File: src/rtl/demux_1to2_buf.sv
// Buffered 1:2 demux: one valid/ready input stream steered into two per-lane FIFOs,
// by explicit select or by round-robin deinterleave of a time-multiplexed stream.

module demux_1to2_buf_lane #(
  parameter int WIDTH = 8,
  parameter int DEPTH = 2,
  parameter int CNT_W = 8
) (
  input  logic             clk,
  input  logic             rst_n,
  input  logic             push_i,
  input  logic [WIDTH-1:0] din_i,
  input  logic             pop_rdy_i,
  output logic [WIDTH-1:0] dout_o,
  output logic             valid_o,
  output logic             full_o,
  output logic [CNT_W-1:0] cnt_o
);
  localparam int AW = (DEPTH > 1) ? $clog2(DEPTH) : 1;
  localparam logic [AW:0] FULL_LVL = (AW+1)'(DEPTH);

  logic [DEPTH-1:0][WIDTH-1:0] mem_q, mem_d;
  logic [AW-1:0]               wr_q, wr_d, rd_q, rd_d;
  logic [AW:0]                 occ_q, occ_d;
  logic [CNT_W-1:0]            cnt_q, cnt_d;
  logic                        pop;

  assign valid_o = (occ_q != '0);
  assign full_o  = (occ_q == FULL_LVL);
  assign pop     = valid_o && pop_rdy_i;
  assign dout_o  = valid_o ? mem_q[rd_q] : '0;
  assign cnt_o   = cnt_q;

  // Pointers wrap naturally because DEPTH is a power of two.
  always_comb begin
    mem_d = mem_q;
    wr_d  = wr_q;
    rd_d  = rd_q;
    occ_d = occ_q;
    cnt_d = cnt_q;
    if (push_i) begin
      mem_d[wr_q] = din_i;
      wr_d        = wr_q + 1'b1;
      cnt_d       = cnt_q + 1'b1;
    end
    if (pop) rd_d = rd_q + 1'b1;
    case ({push_i, pop})
      2'b10:   occ_d = occ_q + 1'b1;
      2'b01:   occ_d = occ_q - 1'b1;
      default: occ_d = occ_q;
    endcase
  end

  always_ff @(posedge clk) begin
    if (!rst_n) begin
      mem_q <= '0;
      wr_q  <= '0;
      rd_q  <= '0;
      occ_q <= '0;
      cnt_q <= '0;
    end else begin
      mem_q <= mem_d;
      wr_q  <= wr_d;
      rd_q  <= rd_d;
      occ_q <= occ_d;
      cnt_q <= cnt_d;
    end
  end
endmodule

module demux_1to2_buf #(
  parameter int WIDTH = 8,
  parameter int DEPTH = 2,
  parameter int CNT_W = 8
) (
  input  logic             clk,
  input  logic             rst_n,
  input  logic [WIDTH-1:0] A,
  input  logic             S0,
  input  logic             ALT,
  input  logic             in_valid,
  output logic             in_ready,
  output logic [WIDTH-1:0] Z0,
  output logic             z0_valid,
  input  logic             z0_ready,
  output logic [WIDTH-1:0] Z1,
  output logic             z1_valid,
  input  logic             z1_ready,
  output logic [CNT_W-1:0] cnt0,
  output logic [CNT_W-1:0] cnt1
);
  localparam int NUM_LANES = 2;

  logic                            rr_q, rr_d;
  logic                            sel, push;
  logic [NUM_LANES-1:0]            lane_push, lane_full, lane_vld, lane_rdy;
  logic [NUM_LANES-1:0][WIDTH-1:0] lane_dout;
  logic [NUM_LANES-1:0][CNT_W-1:0] lane_cnt;

  // Ready looks only at the selected lane's fullness, never at the pop side,
  // so a full lane cannot push-through even while it drains.
  assign sel      = ALT ? rr_q : S0;
  assign in_ready = rst_n && !lane_full[sel];
  assign push     = in_valid && in_ready;
  assign lane_rdy = {z1_ready, z0_ready};

  always_comb begin
    rr_d = rr_q;
    if (push && ALT) rr_d = ~rr_q;
  end

  always_ff @(posedge clk) begin
    if (!rst_n) rr_q <= 1'b0;
    else        rr_q <= rr_d;
  end

  for (genvar g = 0; g < NUM_LANES; g++) begin : g_lane
    assign lane_push[g] = push && (sel == 1'(g));
    demux_1to2_buf_lane #(.WIDTH(WIDTH), .DEPTH(DEPTH), .CNT_W(CNT_W)) u_lane (
      .clk       (clk),
      .rst_n     (rst_n),
      .push_i    (lane_push[g]),
      .din_i     (A),
      .pop_rdy_i (lane_rdy[g]),
      .dout_o    (lane_dout[g]),
      .valid_o   (lane_vld[g]),
      .full_o    (lane_full[g]),
      .cnt_o     (lane_cnt[g])
    );
  end

  assign Z0       = lane_dout[0];
  assign Z1       = lane_dout[1];
  assign z0_valid = lane_vld[0];
  assign z1_valid = lane_vld[1];
  assign cnt0     = lane_cnt[0];
  assign cnt1     = lane_cnt[1];
endmodule

File: config.mk
export PLATFORM = sky130hd
export DESIGN_NAME = demux_1to2_buf
export DESIGN_NICKNAME = d
export VERILOG_FILES = /design/src/rtl/demux_1to2_buf.sv
export SDC_FILE = /design/constraint.sdc
export NUM_CORES = 1
export LEC_CHECK = 0
export ABC_AREA = 1
export CORE_MARGIN = 10
export CORE_UTILIZATION = 35
export DETAILED_ROUTE_END_ITERATION = 10
export PLACE_DENSITY = 0.63
export SYNTH_ARGS = -nofsm -noshare
export SYNTH_HDL_FRONTEND = slang
export SYNTH_SLANG_ARGS = --single-unit
File: constraint.sdc
create_clock -name clk -period 2.14 [get_ports clk]
set_clock_uncertainty 0.05 [all_clocks]
set_input_delay 0.535 -clock clk [delete_from_list [all_inputs] [get_ports clk]]
set_output_delay 0.535 -clock clk [all_outputs]
set_load 0.02 [all_outputs]
==> results of run 1 <==
-- through the flow --
stage,cells,util
after global routing,578,0.489
after global placement,559,0.453
final,578,0.489
after floorplan,405,-
after CTS,576,0.484
after detailed placement,559,0.453
-- per-layer routing --
metal	up-vias	routed length, um	global-route usage
met5	-	0	0
met4	0	125	0.0615
met3	12	579	0.0424
met2	76	3160	0.185
met1	1210	3220	0.155
li1	1434	-	-
-- timing repair --
item | CTS | global route
endpoints found under the setup margin | 26 | 35
pin swaps | 1 | 4
gates resized for setup | 32 | 16
hold buffers | 0 | 0
cloned | 1 | 0
buffers inserted | 0 | 1
-- area by class of cell --
| class | count | area (sq um) | share of cell area |
|---|---|---|---|
| repair buffers | 71 | 674 | 0.177 |
| clock buffers | 11 | 131 | 0.0344 |
| well taps | 102 | 128 | 0.0334 |
| clock inverters | 5 | 104 | 0.0272 |
| diodes | 1 | 2.50 | 0.000655 |
| multi-input cells | 267 | 1390 | 0.365 |
| flip-flops and latches | 57 | 1140 | 0.300 |
| inverters | 64 | 243 | 0.0635 |
-- flip-flops by register name, indices dropped and copies added (netlist names) --
| signal | cells |
|---|---|
| g_lane.u_lane.cnt_o | 16 |
| g_lane.u_lane.mem_q | 32 |
| g_lane.u_lane.occ_q | 4 |
| g_lane.u_lane.rd_q | 2 |
| g_lane.u_lane.wr_q | 2 |
| rr_q | 1 |
-- cells in the mapped netlist --
library cell	number	share of area
clkinv_1	3	0.0039
a31oi_1	1	0.0022
nor2_2	2	0.0044
nand2_4	1	0.0039
o21ai_0	31	0.054
buf_2	1	0.0018
buf_1	3	0.0039
inv_1	60	0.079
nand4_1	16	0.035
xor2_1	5	0.015
nand4_4	2	0.015
nand4_2	1	0.0044
ha_1	4	0.018
dfxtp_1	57	0.40
nand3_1	14	0.025
o21ai_1	2	0.0035
a21oi_1	50	0.088
nor2_4	1	0.0039
clkbuf_1	8	0.011
buf_6	4	0.016
inv_2	1	0.0013
buf_4	2	0.0053
nand2_2	4	0.0088
nand3_4	1	0.0061
nor2_1	40	0.053
xnor2_1	1	0.0031
nor2_8	2	0.014
nand2_1	81	0.11
nor3b_1	2	0.0053
nor3_1	4	0.0070
nand3b_1	1	0.0026
-- logic make-up after synthesis --
| kind of cell | Yosys count |
|---|---|
| adders and majority gates | 4 |
| buffers and inverters | 82 |
| AOI/OAI and AO/OA | 84 |
| xor gates and xnor gates | 6 |
| DFF | 57 |
| and+or+nand+nor | 172 |
-- worst register-to-register path: stages, from the launching register on --
cell     delay, ns
dfxtp_1       0.31
buf_4         0.14
nor2_1        0.18
nand2_4       0.07
buf_4         0.14
nand3_4       0.08
nor2_8        0.04
nand2_2       0.06
ha_1          0.23
inv_2         0.07
nand2_1       0.06
nor2_2        0.12
o21ai_1       0.07
a21oi_1       0.11
-- final timing paths --
path	start	end	slack, ns	cells after the start
setup reg to reg	g_lane[1].u_lane.occ_q[0]$_SDFFE_PN0P_	g_lane[1].u_lane.occ_q[1]$_SDFFE_PN0P_	0.36	13
hold reg to reg	g_lane[1].u_lane.occ_q[1]$_SDFFE_PN0P_	g_lane[1].u_lane.occ_q[1]$_SDFFE_PN0P_	0.44	1
setup / recovery	g_lane[1].u_lane.occ_q[1]$_SDFFE_PN0P_	Z1[2]	0.06	5
hold / removal	g_lane[1].u_lane.occ_q[1]$_SDFFE_PN0P_	g_lane[1].u_lane.occ_q[1]$_SDFFE_PN0P_	0.44	1
-- power by group --
group	switching, W	total [W]	internal, W
clock network	0.000423	0.00120	0.000774
registers	0.0000420	0.00115	0.00111
logic	0.000262	0.000433	0.000171
==> summary.txt, run 1 <==
Critical path
  – Worst path required time: 1.55 ns
  – Critical path capture point type: output pin
  – Delay-heaviest family, CP: buffers and inverters
  – Buffers plus inverters on the worst setup path: 2
  – Worst-path fanout max: 10
  – Startpoint types: flip-flop
  – CP Cell Sequence: nor2_1 -> clkinv_2 -> o21ai_0 -> a21oi_1 -> dlygate4sd2_1
  – CP Class: reg -> out
  – Worst EP arrival: 1.50 ns
  – CP max-delay cell: dfxtp_1
  – CP max stage delay: 0.37 ns

Yosys
  – Synth Area in XOR/XNOR: 0.0184
  – Yosys cell types: 31
  – Adder-Cell Fraction of Synth Area: 0.0176
  – Compound-Gate Fraction of Synth Area: 0.148
  – Synthesized netlist cell count: 405
  – Syn avg cell area: 7.04 sq um
  – Yosys reg bits: 57
  – Mapped Area: 2850 sq um
  – Synth Area in Simple Gates: 0.294
  – Syn nets: 424
  – Combinational family with the most area after synthesis: simple AND/OR/NAND/NOR gates
  – Sequential area share after synthesis: 0.400
  – Yosys warns: 0
  – Proportion of synthesized area in mux cells: 0

Layout
  – Fillers: 779
  – Nets: 489
  – Fraction of layout instances using a drive strength above 1: 0.137
  – Area delta synth->final: 34.0%
  – Most common cell after layout, fill and taps aside: nand2_1
  – Commonest cells after routing, fill and taps aside: nand2_1 (81), inv_1 (58), dfxtp_1 (54), a21oi_1 (50), nor2_1 (37)
  – Fin area: 3820 sq um

Worst hold path
  – Worst hold path class: reg -> reg

Die
  – DIE HEIGHT: 110 um
  – Initial core utilization: 0.365
  – Core area: 7810 sq um
  – # rows: 32
  – I/O pin total: 50
  – Die X: 110 um
  – Die area: 12200 sq um

Route
  – Detailed-route wire length: 7.09 mm
  – Pre-Repair DR Iteration Count: 4
  – DR iter-0 viols: 53
  – DR WL/cell: 12.3 um
  – Via density: 4.73
  – Drt drc: 0
  – Routed Antenna Nets: 0
  – Vias after detailed routing: 2732

STA
  – Tcrit/Tclk final: 0.973
  – RSZ-0062 raised after global routing: true
  – Fin Hold WS: 0.442 ns
  – Final min period: 2.08 ns
  – Worst Tran Pin Value: 0.299 ns
  – Setup_tns: 0 ns
  – Setup ws final: 0.0568 ns
  – Slew Limit Fails: 0
  – Final setup fails: 0
  – Fin. Hold Viols: 0
  – Achievable Freq: 480 MHz
  – Max-Slew Margin vs Limit: 0.800

Run
  – Total of max-cap violations: 0

Placement
  – Post-Place Setup Slack: -0.554 ns
  – Placement Cell Area: 3530 sq um
  – HPWL after DPL: 5.07 mm
  – Gpl congestion: 0.785
  – Number of port buffers: 49

Clocking
  – TritonCTS clock tree: yes
  – CTS Buf Count: 9
  – Root buf cell: clkbuf_8
  – CTS H-tree depth: 3
  – CTS sink cnt: 57
  – Clock-pin slew on the worst setup and hold paths: 0.06 ns
  – Clock Latency Late Sink: 0.33 ns
  – Clock Path Buffers: 2

GRT
  – GRT Overall Usage: 0.124
  – Vias in the first global route: 2677
  – First-pass GRT wire length: 12.2 mm
  – Largest net degree at the start of global routing: 37
  – Total gr overflow: 0
  – Initial antenna violation count: 1

Run status
  – Status: completed

Power
  – Total Power: 0.00278 W
  – Max VDD drop: 432 uV
  – Power density cells: 728 nW/um^2
  – Leak Pwr: 1.74 nW
Power figures use the tool's default switching activity.
==> run 2, diff against run 1 <==
--- a/config.mk
+++ b/config.mk
@@ -5,11 +5,11 @@
 export SDC_FILE = /design/constraint.sdc
 export NUM_CORES = 1
 export LEC_CHECK = 0
-export ABC_AREA = 1
 export CORE_MARGIN = 10
 export CORE_UTILIZATION = 35
 export DETAILED_ROUTE_END_ITERATION = 10
-export PLACE_DENSITY = 0.63
+export GPL_TIMING_DRIVEN = 0
+export PLACE_DENSITY = 0.64
 export SYNTH_ARGS = -nofsm -noshare
 export SYNTH_HDL_FRONTEND = slang
 export SYNTH_SLANG_ARGS = --single-unit
==> run 2 against run 1 <==
- combinational power grew 31%
- highest routed layer unchanged
- die area shrank 10%
- core utilization is 3.4 points higher
- worst hold slack lost 0.035 ns
- largest power group unchanged
- sequential share of layout area grew 2.1 points
- non-clock buffer count grew 2
- critical endpoint is now in_ready
- clock power rose by 3%
- synthesized area is 12% lower
- cell area fell by 5.9%
- sequential cell count did not move
- global-route usage up 0.066 points
==> summary.txt, run 2 <==
Layout
  – Fraction of layout instances using a drive strength above 1: 0.157 (+0.0206)
  – N_diodes: 0 (-1)
  – Fin area: 3590 sq um (-5.9%)
  – Most common cell after layout, fill and taps aside: nand2_1
  – Fillers: 619 (-21%)
  – Post-route insts no fill: 477 (-17%)
  – Commonest cells after routing, fill and taps aside: nand2_1 (79), dfxtp_1 (53), o21ai_0 (37), clkdlybuf4s50_1 (27), mux2i_1 (26)
  – Nets: 395 (-19%)
  – Area delta synth->final: 43.7%
  – Largest register FFs: 32 (unchanged)
  – Top reg by flops: g_lane.u_lane.mem_q

Yosys
  – Syn avg cell area: 8.22 sq um (+17%)
  – Combinational family with the most area after synthesis: simple AND/OR/NAND/NOR gates
  – Sequential area share after synthesis: 0.456 (+0.0563)
  – Synth area leader: dfxtp_1
  – Synthesized netlist cell count: 304 (-25%)
  – Synth Flop Type: dfxtp_1
  – Yosys cell types: 31 (unchanged)
  – Count leader, synth: nand2_1
  – Top cells by area, synth: dfxtp_1 (46%), nand2_1 (12%), mux2i_1 (11%), o21ai_0 (7.4%), nor2_1 (3.9%)
  – Syn nets: 323 (-24%)
  – Adder-Cell Fraction of Synth Area: 0.0200 (+0.00247)
  – Mapped Area: 2500 sq um (-12%)
  – Yosys reg bits: 57 (unchanged)
  – Most frequent cells after synthesis: nand2_1 (80), dfxtp_1 (57), o21ai_0 (37), mux2i_1 (27), nor2_1 (26)
  – Synth Area in XOR/XNOR: 0.0315 (+0.0131)
  – Count of flip-flops with a built-in enable after synthesis: 0 (unchanged)
  – Proportion of synthesized area in mux cells: 0.113 (+0.113)
  – Yosys warns: 0 (unchanged)
  – Share of the synthesized area in the top cell type: 0.456 (+0.0563)
  – Compound-Gate Fraction of Synth Area: 0.0991 (-0.0488)
  – Async SR Flop Fraction: 0 (unchanged)
  – Synth Area in Simple Gates: 0.251 (-0.0432)

Placement
  – Dpl cells: 449 (-20%)
  – HPWL after DPL: 4.52 mm (-11%)
  – Number of port buffers: 49 (unchanged)
  – Gpl congestion: 0.744 (-5.2%)
  – Post-Place Setup Slack: -1.21 ns (-0.656 ns)
  – Placement Cell Area: 3120 sq um (-12%)

Die
  – Initial core utilization: 0.364 (-0.00129)
  – Die area: 10900 sq um (-10%)
  – DIE HEIGHT: 105 um (-5.2%)
  – Core area: 6870 sq um (-12%)
  – Die X: 105 um (-5.2%)
  – # rows: 30 (-6.3%)
  – I/O pin total: 50 (unchanged)

STA
  – Slew Limit Fails: 0 (unchanged)
  – Achievable Freq: 474 MHz (-1.3%)
  – Fin. Hold Viols: 0 (unchanged)
  – Setup ws final: 0.0294 ns (-0.0274 ns)
  – Worst Tran Pin Value: 0.594 ns (+0.295 ns)
  – Tcrit/Tclk final: 0.986 (+0.0128)
  – Final min period: 2.11 ns (+0.0274 ns)
  – Max-Slew Margin vs Limit: 0.601 (-0.199)
  – Final setup fails: 0 (unchanged)

GRT
  – First-pass GRT wire length: 11.2 mm (-8.6%)
  – Initial antenna violation count: 0 (-1)
  – GRT Overall Usage: 0.124 (+0.000664)
  – Total gr overflow: 0 (unchanged)
  – Vias in the first global route: 2253 (-16%)
  – Largest net degree at the start of global routing: 11 (-70%)

Route
  – DR WL/cell: 13.9 um (+13%)
  – Via density: 4.82 (+1.9%)
  – DR iter-0 viols: 61 (+15%)
  – Vias after detailed routing: 2298 (-16%)
  – Pre-Repair DR Iteration Count: 4 (unchanged)
  – Routed Antenna Nets: 0 (unchanged)
  – Drt drc: 0 (unchanged)
  – Detailed-route wire length: 6.63 mm (-6.4%)

Critical path
  – Worst-path fanout max: 5 (-5)
  – CP max stage delay: 0.33 ns (-0.04 ns)
  – CP Class: in -> out
  – Worst EP arrival: 1.53 ns (+0.03 ns)
  – CP Cell Sequence: dlygate4sd2_1 -> mux2_4 -> nand2_1 -> and3_4 -> buf_6
  – Critical path capture point type: output pin
  – Startpoint types: input port
  – CP max-delay cell: mux2_4
  – Worst path required time: 1.55 ns (about the same)

Clocking
  – CTS Buf Count: 9 (unchanged)
  – Clock Path Buffers: 2 (unchanged)
  – CTS sink cnt: 57 (unchanged)
  – Clock Latency Late Sink: 0.33 ns (about the same)
  – CTS H-tree depth: 3 (unchanged)
  – Hold buffer count at CTS: 0 (unchanged)
  – Root buf cell: clkbuf_8
  – Clock-pin slew on the worst setup and hold paths: 0.07 ns (about the same)
  – TritonCTS clock tree: yes

Run
  – Total of max-cap violations: 0 (unchanged)

Run status
  – Status: completed

Power
  – Max VDD drop: 478 uV (+11%)
  – Total Power: 0.00304 W (+9.3%)
  – Power density cells: 846 nW/um^2 (+16%)
  – Leak Pwr: 1.41 nW (-19%)

Worst hold path
  – Worst hold path class: reg -> reg
run 2: cell types whose count changed after synthesis, moves of 4 or more:
cell and delta:
mux2i_1 +27, nand3_1 -8, inv_1 -53, nand2_2 -4, nor3_1 -4, nand4_1 -11, a21oi_1 -44, buf_6 -4
xnor2_1 +4, nor2b_1 +4, o21ai_0 +6, nor2_1 -14
run 2: worst paths after layout:
check             slack [ns]                                    start  cells after the start                                       to
setup reg to reg        0.23                        rr_q$_SDFFE_PN0P_                      6   g_lane[0].u_lane.occ_q[1]$_SDFFE_PN0P_
setup / recovery        0.03                                       S0                      5                                 in_ready
hold reg to reg         0.41  g_lane[1].u_lane.mem_q[10]$_SDFFE_PN0P_                      2  g_lane[1].u_lane.mem_q[10]$_SDFFE_PN0P_
hold / removal          0.41  g_lane[1].u_lane.mem_q[10]$_SDFFE_PN0P_                      2  g_lane[1].u_lane.mem_q[10]$_SDFFE_PN0P_
run 2: layout make-up:
cell class              count  area, sq um  area share
plain buffers               9         47.5      0.0132
flip-flops and latches     57         1150       0.320
clock buffers              11          141      0.0393
multi-input cells         228         1410       0.391
repair buffers             64          598       0.166
clock inverters             5          103      0.0286
well taps                  96          120      0.0334
inverters                   7         26.3     0.00731
run 2: power by group:
group          internal (W)  switching, W
clock              0.000804      0.000437
sequential          0.00113     0.0000977
combinational      0.000272      0.000296
run 2: cell families after synthesis:
logic type / Yosys count
compound gates: 47
xor+xnor: 9
fa+ha+maj: 4
buf+inv: 19
flops: 57
mux: 28
simple gates: 140
run 2: stage by stage:
step | utilization | hold slack (ns) | TNS [ns]
6_report | 0.523 | 0.407 | 0
5_1_grt | 0.523 | 0.431 | -0.00138
4_1_cts | 0.515 | 0.410 | -0.00571
3_5_place_dp | 0.454 | 0.399 | -38.92
3_3_place_gp | 0.454 | 0.393 | -37.27
2_1_floorplan | - | 0.385 | 0
run 2: worst max-delay path, delay by kind of cell:
kind	cells	cell delay, ns
muxes	1	0.33
and+or+nand+nor	2	0.27
buffers and inverters	2	0.38
run 2: what timing repair did:
action                                  4_1_cts  5_1_grt
endpoints found under the setup margin       60       29
pin swaps                                     3        2
hold endpoints to repair                      0        0
setup buffers                                 8        7
resized for setup                            61        7
run 2: metal layers:
| layer | vias to the layer above | GRT usage | share of wire | wire length (um) |
|---|---|---|---|---|
| met4 | 0 | 0.0567 | 0.015 | 102 |
| met5 | - | 0 | 0 | 0 |
| met1 | 1056 | 0.143 | 0.43 | 2860 |
| li1 | 1173 | - | - | - |
| met3 | 8 | 0.0335 | 0.057 | 379 |
| met2 | 61 | 0.210 | 0.50 | 3290 |
==> edit 1: new RTL, settings of run 2 <==
Make the reset (`rst_n`) asynchronous in 2 clocked blocks.
--- a/src/rtl/demux_1to2_buf.sv
+++ b/src/rtl/demux_1to2_buf.sv
@@ -52,5 +52,5 @@
   end
 
-  always_ff @(posedge clk) begin
+  always_ff @(posedge clk or negedge rst_n) begin
     if (!rst_n) begin
       mem_q <= '0;
@@ -110,5 +110,5 @@
   end
 
-  always_ff @(posedge clk) begin
+  always_ff @(posedge clk or negedge rst_n) begin
     if (!rst_n) rr_q <= 1'b0;
     else        rr_q <= rr_d;
Check against the original RTL: differs if rst_n is asserted again (counterexample within 4 cycles, from zero or initial values and one cycle with rst_n low); with rst_n held inactive, the same outputs for 4 cycles.
==> edit 1 against run 2 <==
- area after synthesis grew 4.5%
- sequential cell count unchanged
- wire length fell by 16%
- design area shrank 2.2%
- worst setup slack improved by 0.016 ns
- final cell count down 22%
- highest routed layer unchanged
Power is not compared: it rests on default switching activity, and its combinational part moved more than twofold at a synthesized area within 25%.
==> edit 1: results (changes against run 2) <==
========================================================================================================
Number of antenna cells inserted ..........................................................            0   unchanged
Dominant register cell in the synthesized netlist .........................................      dfrtp_1
Wire length of the first global-routing pass ..............................................      9300 µm   -17%
Startpoint of the most critical setup path ................................................          ALT
Routed wirelength normalized by instance count ............................................      15.0 µm   +7.7%
Fraction of registers with async set or reset after synthesis .............................         100%   +100 points
Xor and xnor fraction of the mapped netlist area ..........................................        8.05%   +4.9 points
Global-route total usage across every layer ...............................................        10.4%   -2.1 points
Starting DRT DRC Count ....................................................................           49   -20%
Compound-gate portion of the synthesized area .............................................       0.575%   -9.3 points
Largest net degree at the start of global routing .........................................           42   +31
CP Max Fanout .............................................................................            4   -1
Nets in the synthesized netlist ...........................................................          220   -32%
Fin cells .................................................................................          373   -22%
Met1 usage ................................................................................        13.4%   -0.90 points
Run status ................................................................................    completed
Net count of the finished layout ..........................................................          288   -27%
Met3 wirelength from detailed routing .....................................................       415 µm   +9.5%
Crit path max-delay cell type ............................................................. dlygate4sd2_1
Count of TritonRoute iterations in the first routing pass .................................            4   unchanged
PostCTS Resize Cnt ........................................................................           37   -39%
Launch instance of the worst register-to-register path .................................... g_lane[1].u_lane.occ_q[1]
Number of instances in the synthesized netlist ............................................          201   -34%
Top cells by area, synth .................................................................. dfrtp_1, mux2_2, mux2i_1
Number of global-route vias before repair .................................................         1747   -22%
Adder-cell share of the synthesized area ..................................................        1.92%   -0.086 points
Final RePlAce weighted congestion .........................................................        0.739   -0.69%
Fraction of final layout cells with drive strength greater than 1 .........................        29.9%   +14 points
GRT met2 Usage ............................................................................        14.6%   -6.4 points
Fillcell total ............................................................................          672   +8.6%
Number of vias per cell ...................................................................         4.65   -3.6%
Post-CTS clock slew at the launch and capture registers of the worst setup and hold paths .      0.07 ns   about the same
Number of buffers inserted to repair setup after CTS ......................................            7   -1
Proportion of synthesized area in mux cells ...............................................        20.9%   +9.6 points
Placed Cells ..............................................................................          350   -22%
Hold WC Path Type .........................................................................  in -> async
Yosys cell types ..........................................................................           26   -16%
Top layer in use ..........................................................................         met4
Met3 global-route usage ...................................................................        5.56%   +2.2 points
Estimated wirelength of the detail-placed design ..........................................      3870 µm   -14%
Fraction of power consumed by sequential logic ............................................        37.4%
Met2 layer wire length in the routed design ...............................................      2410 µm   -27%
Biggest cell delay along the critical path ................................................      0.28 ns   -0.05 ns
Clock tree root buffer cell ...............................................................     clkbuf_8
Detailed-routing wirelength on met1 .......................................................      2700 µm   -5.8%
Area post-placement .......................................................................  0.00324 mm²   +4.0%
Synth top cells by count .................................................................. dfrtp_1, mux2_2, nor2_1, xnor2_1, mux2i_1
Layout Area Growth over Synthesis .........................................................        34.5%
Sequential share of the synthesized area ..................................................        54.6%   +9.0 points
Arrival time of data at the critical path endpoint ........................................      1.51 ns   -0.02 ns
Relative slew slack .......................................................................        78.3%   +18 points
Dpl ws ....................................................................................    -0.748 ns   +0.462 ns
========================================================================================================
-- edit 1: cell types whose count changed in the layout (fill, tap and decap cells not counted), moves of 11 or more --
cell / delta
dfrtp_1: +54
dfxtp_1: -53
mux2_2: +33
mux2i_1: -11
nand2_1: -70
o21ai_0: -34
xnor2_1: +13
-- edit 1: final timing paths --
path                                             endpoint  slack [ns]  cells after the start
min in group clk                g_lane[0].u_lane.cnt_o[7]        0.42                      1
worst min-delay path            g_lane[0].u_lane.mem_q[4]        0.02                      1
max in group asynchronous           g_lane[1].u_lane.rd_q        1.51                      2
worst min register to register  g_lane[0].u_lane.cnt_o[7]        0.42                      1
worst max register to register  g_lane[1].u_lane.occ_q[1]        0.36                      6
worst max-delay path                             in_ready        0.05                      5
-- edit 1: final cells by class --
cell class,count,share of cell area (%)
flip-flops and latches,57,40.7
multi-input cells,138,33.7
repair buffers,58,15.2
clock buffers,10,3.63
well taps,99,3.52
clock inverters,6,2.35
inverters,4,0.570
plain buffers,1,0.320
==> edit 2: new RTL, config.mk and constraints of run 2 <==
Without the edit above. `DEPTH` is set to 2 in 2 places; all go to 4.
--- a/src/rtl/demux_1to2_buf.sv
+++ b/src/rtl/demux_1to2_buf.sv
@@ -4,5 +4,5 @@
 module demux_1to2_buf_lane #(
   parameter int WIDTH = 8,
-  parameter int DEPTH = 2,
+  parameter int DEPTH = 4,
   parameter int CNT_W = 8
 ) (
@@ -71,5 +71,5 @@
 module demux_1to2_buf #(
   parameter int WIDTH = 8,
-  parameter int DEPTH = 2,
+  parameter int DEPTH = 4,
   parameter int CNT_W = 8
 ) (
Check against the original RTL: not equivalent (Yosys sat finds a counterexample within 4 cycles, from zero or initial values and one cycle with rst_n low).
==> edit 2 against run 2 <==
- the flow now finishes with violations (setup timing)
- design area is 60% higher
- area after synthesis is 75% higher
- total power is 60% higher
- core utilization is 5.1 points lower
- wire length is 70% higher
- largest power group is now registers
- critical path depth is 1 lower
- worst setup slack worse by 0.13 ns
- sequential cell count is 38 higher
==> edit 2: results (changes against run 2) <==
================================================================================
Register-to-Register Setup Slack ..................................     -0.06 ns   -0.29 ns
Switching share of total power ....................................        28.8%   +1.4 points
Worst-case setup margin in the final layout .......................    -0.102 ns   -0.131 ns
Biggest cell delay along the critical path ........................      0.52 ns   +0.19 ns
Crit path max-delay cell type .....................................       mux4_2
Clock buffer count in the final layout ............................           10   -1
Met1 usage ........................................................        14.5%   +0.21 points
Combinational cell power ..........................................      1.26 mW   +120%
Share of the final layout cell area in multi-input gates ..........        41.8%   +2.7 points
Number of buffers inserted to repair setup after CTS ..............           15   +7
Violations in the final reports ................................... setup timing
Worst setup path endpoint .........................................        Z0[1]
Relative slew slack ...............................................        54.3%   -5.8 points
Net count of the finished layout ..................................          551   +39%
Data-path buffer share of cell area in the final layout ...........        15.2%   -2.8 points
Detailed-route wire length ........................................     11300 µm   +70%
Fraction of final layout cells with drive strength greater than 1 .        26.2%   +10 points
Number of multi-input combinational cells in the layout ...........          311   +36%
Fillcell total ....................................................         1149   +86%
Length in cells of the worst reg-to-reg path ......................            9   +3
Clock tree root buffer cell .......................................    clkbuf_16
Detailed-routing wirelength on met1 ...............................      4740 µm   +66%
Peak supply drop ..................................................     0.372 mV   -22%
Nets in the synthesized netlist ...................................          477   +48%
Global-route total usage across every layer .......................        13.1%   +0.63 points
Number of flip-flops under the largest register name ..............           64   +100%
RR Endpoint ....................................................... g_lane[1].u_lane.occ_q[2]
Static Leak .......................................................      2.11 nW   +50%
Placed Cells ......................................................          664   +48%
Count of buffers not belonging to the clock network in the layout .           95   +30%
Final RePlAce weighted congestion .................................        0.795   +6.8%
Starting DRT DRC Count ............................................          194   +220%
Met2 layer wire length in the routed design .......................      5890 µm   +79%
Number of global-route vias before repair .........................         3676   +63%
Critical path's top delay family .................................. multiplexers
Clock network area share ..........................................        5.27%   -1.5 points
Yosys cell types ..................................................           33   +6.5%
Routed wirelength normalized by instance count ....................      16.2 µm   +17%
PostCTS Resize Cnt ................................................          166   +170%
Register area .....................................................  0.00192 mm²   +67%
Largest net degree at the start of global routing .................           18   +7
Launch instance of the worst register-to-register path ............ g_lane[1].u_lane.occ_q[2]
Number of flip-flops and latches ..................................           95   +67%
Nonclk inv count ..................................................           10   +3
Met3 wirelength from detailed routing .............................       331 µm   -13%
Wire length of the first global-routing pass ......................     18500 µm   +66%
Power density relative to cell area ...............................   847 mW/mm²   +0.20%
Sequential share of the synthesized area ..........................        43.4%   -2.3 points
Number of buffer cells added on primary ports .....................           48   -2.0%
# setup viols final ...............................................           18   +18
Run status ........................................................ complete, but fails checks
================================================================================
==> edit 2: cell count changes after synthesis, moves of 16 or more <==
cell     delta
mux4_2     +16
nor2_1     -24
nand2_1    -24
nand3_1    +40
dfxtp_1    +38
and2_1     +35
==> edit 2: kinds of logic (layout without fill, tap and decap cells) <==
kind of cell               after synthesis  count (layout)  share of synthesized area (%)
AOI/OAI and AO/OA                       47              47                           5.62
xor gates and xnor gates                20              20                           4.00
adders and majority gates               14              14                           4.34
buffers and inverters                   42             121                           4.68
DFF                                     95              95                           43.4
muxes                                   53              53                           16.7
and+or+nand+nor                        177             177                           21.3
==> edit 2: per-stage QoR <==
| stage | instance area [µm²] | setup TNS, ns | hold WS, ns | util, % |
|---|---|---|---|---|
| 2_1_floorplan | 4400 | -0.496 | 0.382 | - |
| 3_3_place_gp | 5090 | -22.35 | 0.388 | 41.9 |
| 3_5_place_dp | 5090 | -26.81 | 0.397 | 41.9 |
| 4_1_cts | 5680 | -1.77 | 0.408 | 46.7 |
| 5_1_grt | 5740 | -2.11 | 0.426 | 47.2 |
| 6_report | 5740 | -1.18 | 0.408 | 47.2 |
==> edit 2: worst min path at each step <==
| stage | from | to | slack, ns |
|---|---|---|---|
| global route | g_lane[0].u_lane.mem_q[15] | g_lane[0].u_lane.mem_q[15] | 0.43 |
| detailed placement | g_lane[0].u_lane.mem_q[9] | g_lane[0].u_lane.mem_q[9] | 0.40 |
| global placement | g_lane[0].u_lane.mem_q[10] | g_lane[0].u_lane.mem_q[10] | 0.39 |
| finish | g_lane[0].u_lane.mem_q[23] | g_lane[0].u_lane.mem_q[23] | 0.41 |
| floorplan | g_lane[0].u_lane.mem_q[16] | g_lane[0].u_lane.mem_q[16] | 0.38 |
| CTS | g_lane[0].u_lane.mem_q[9] | g_lane[0].u_lane.mem_q[9] | 0.41 |
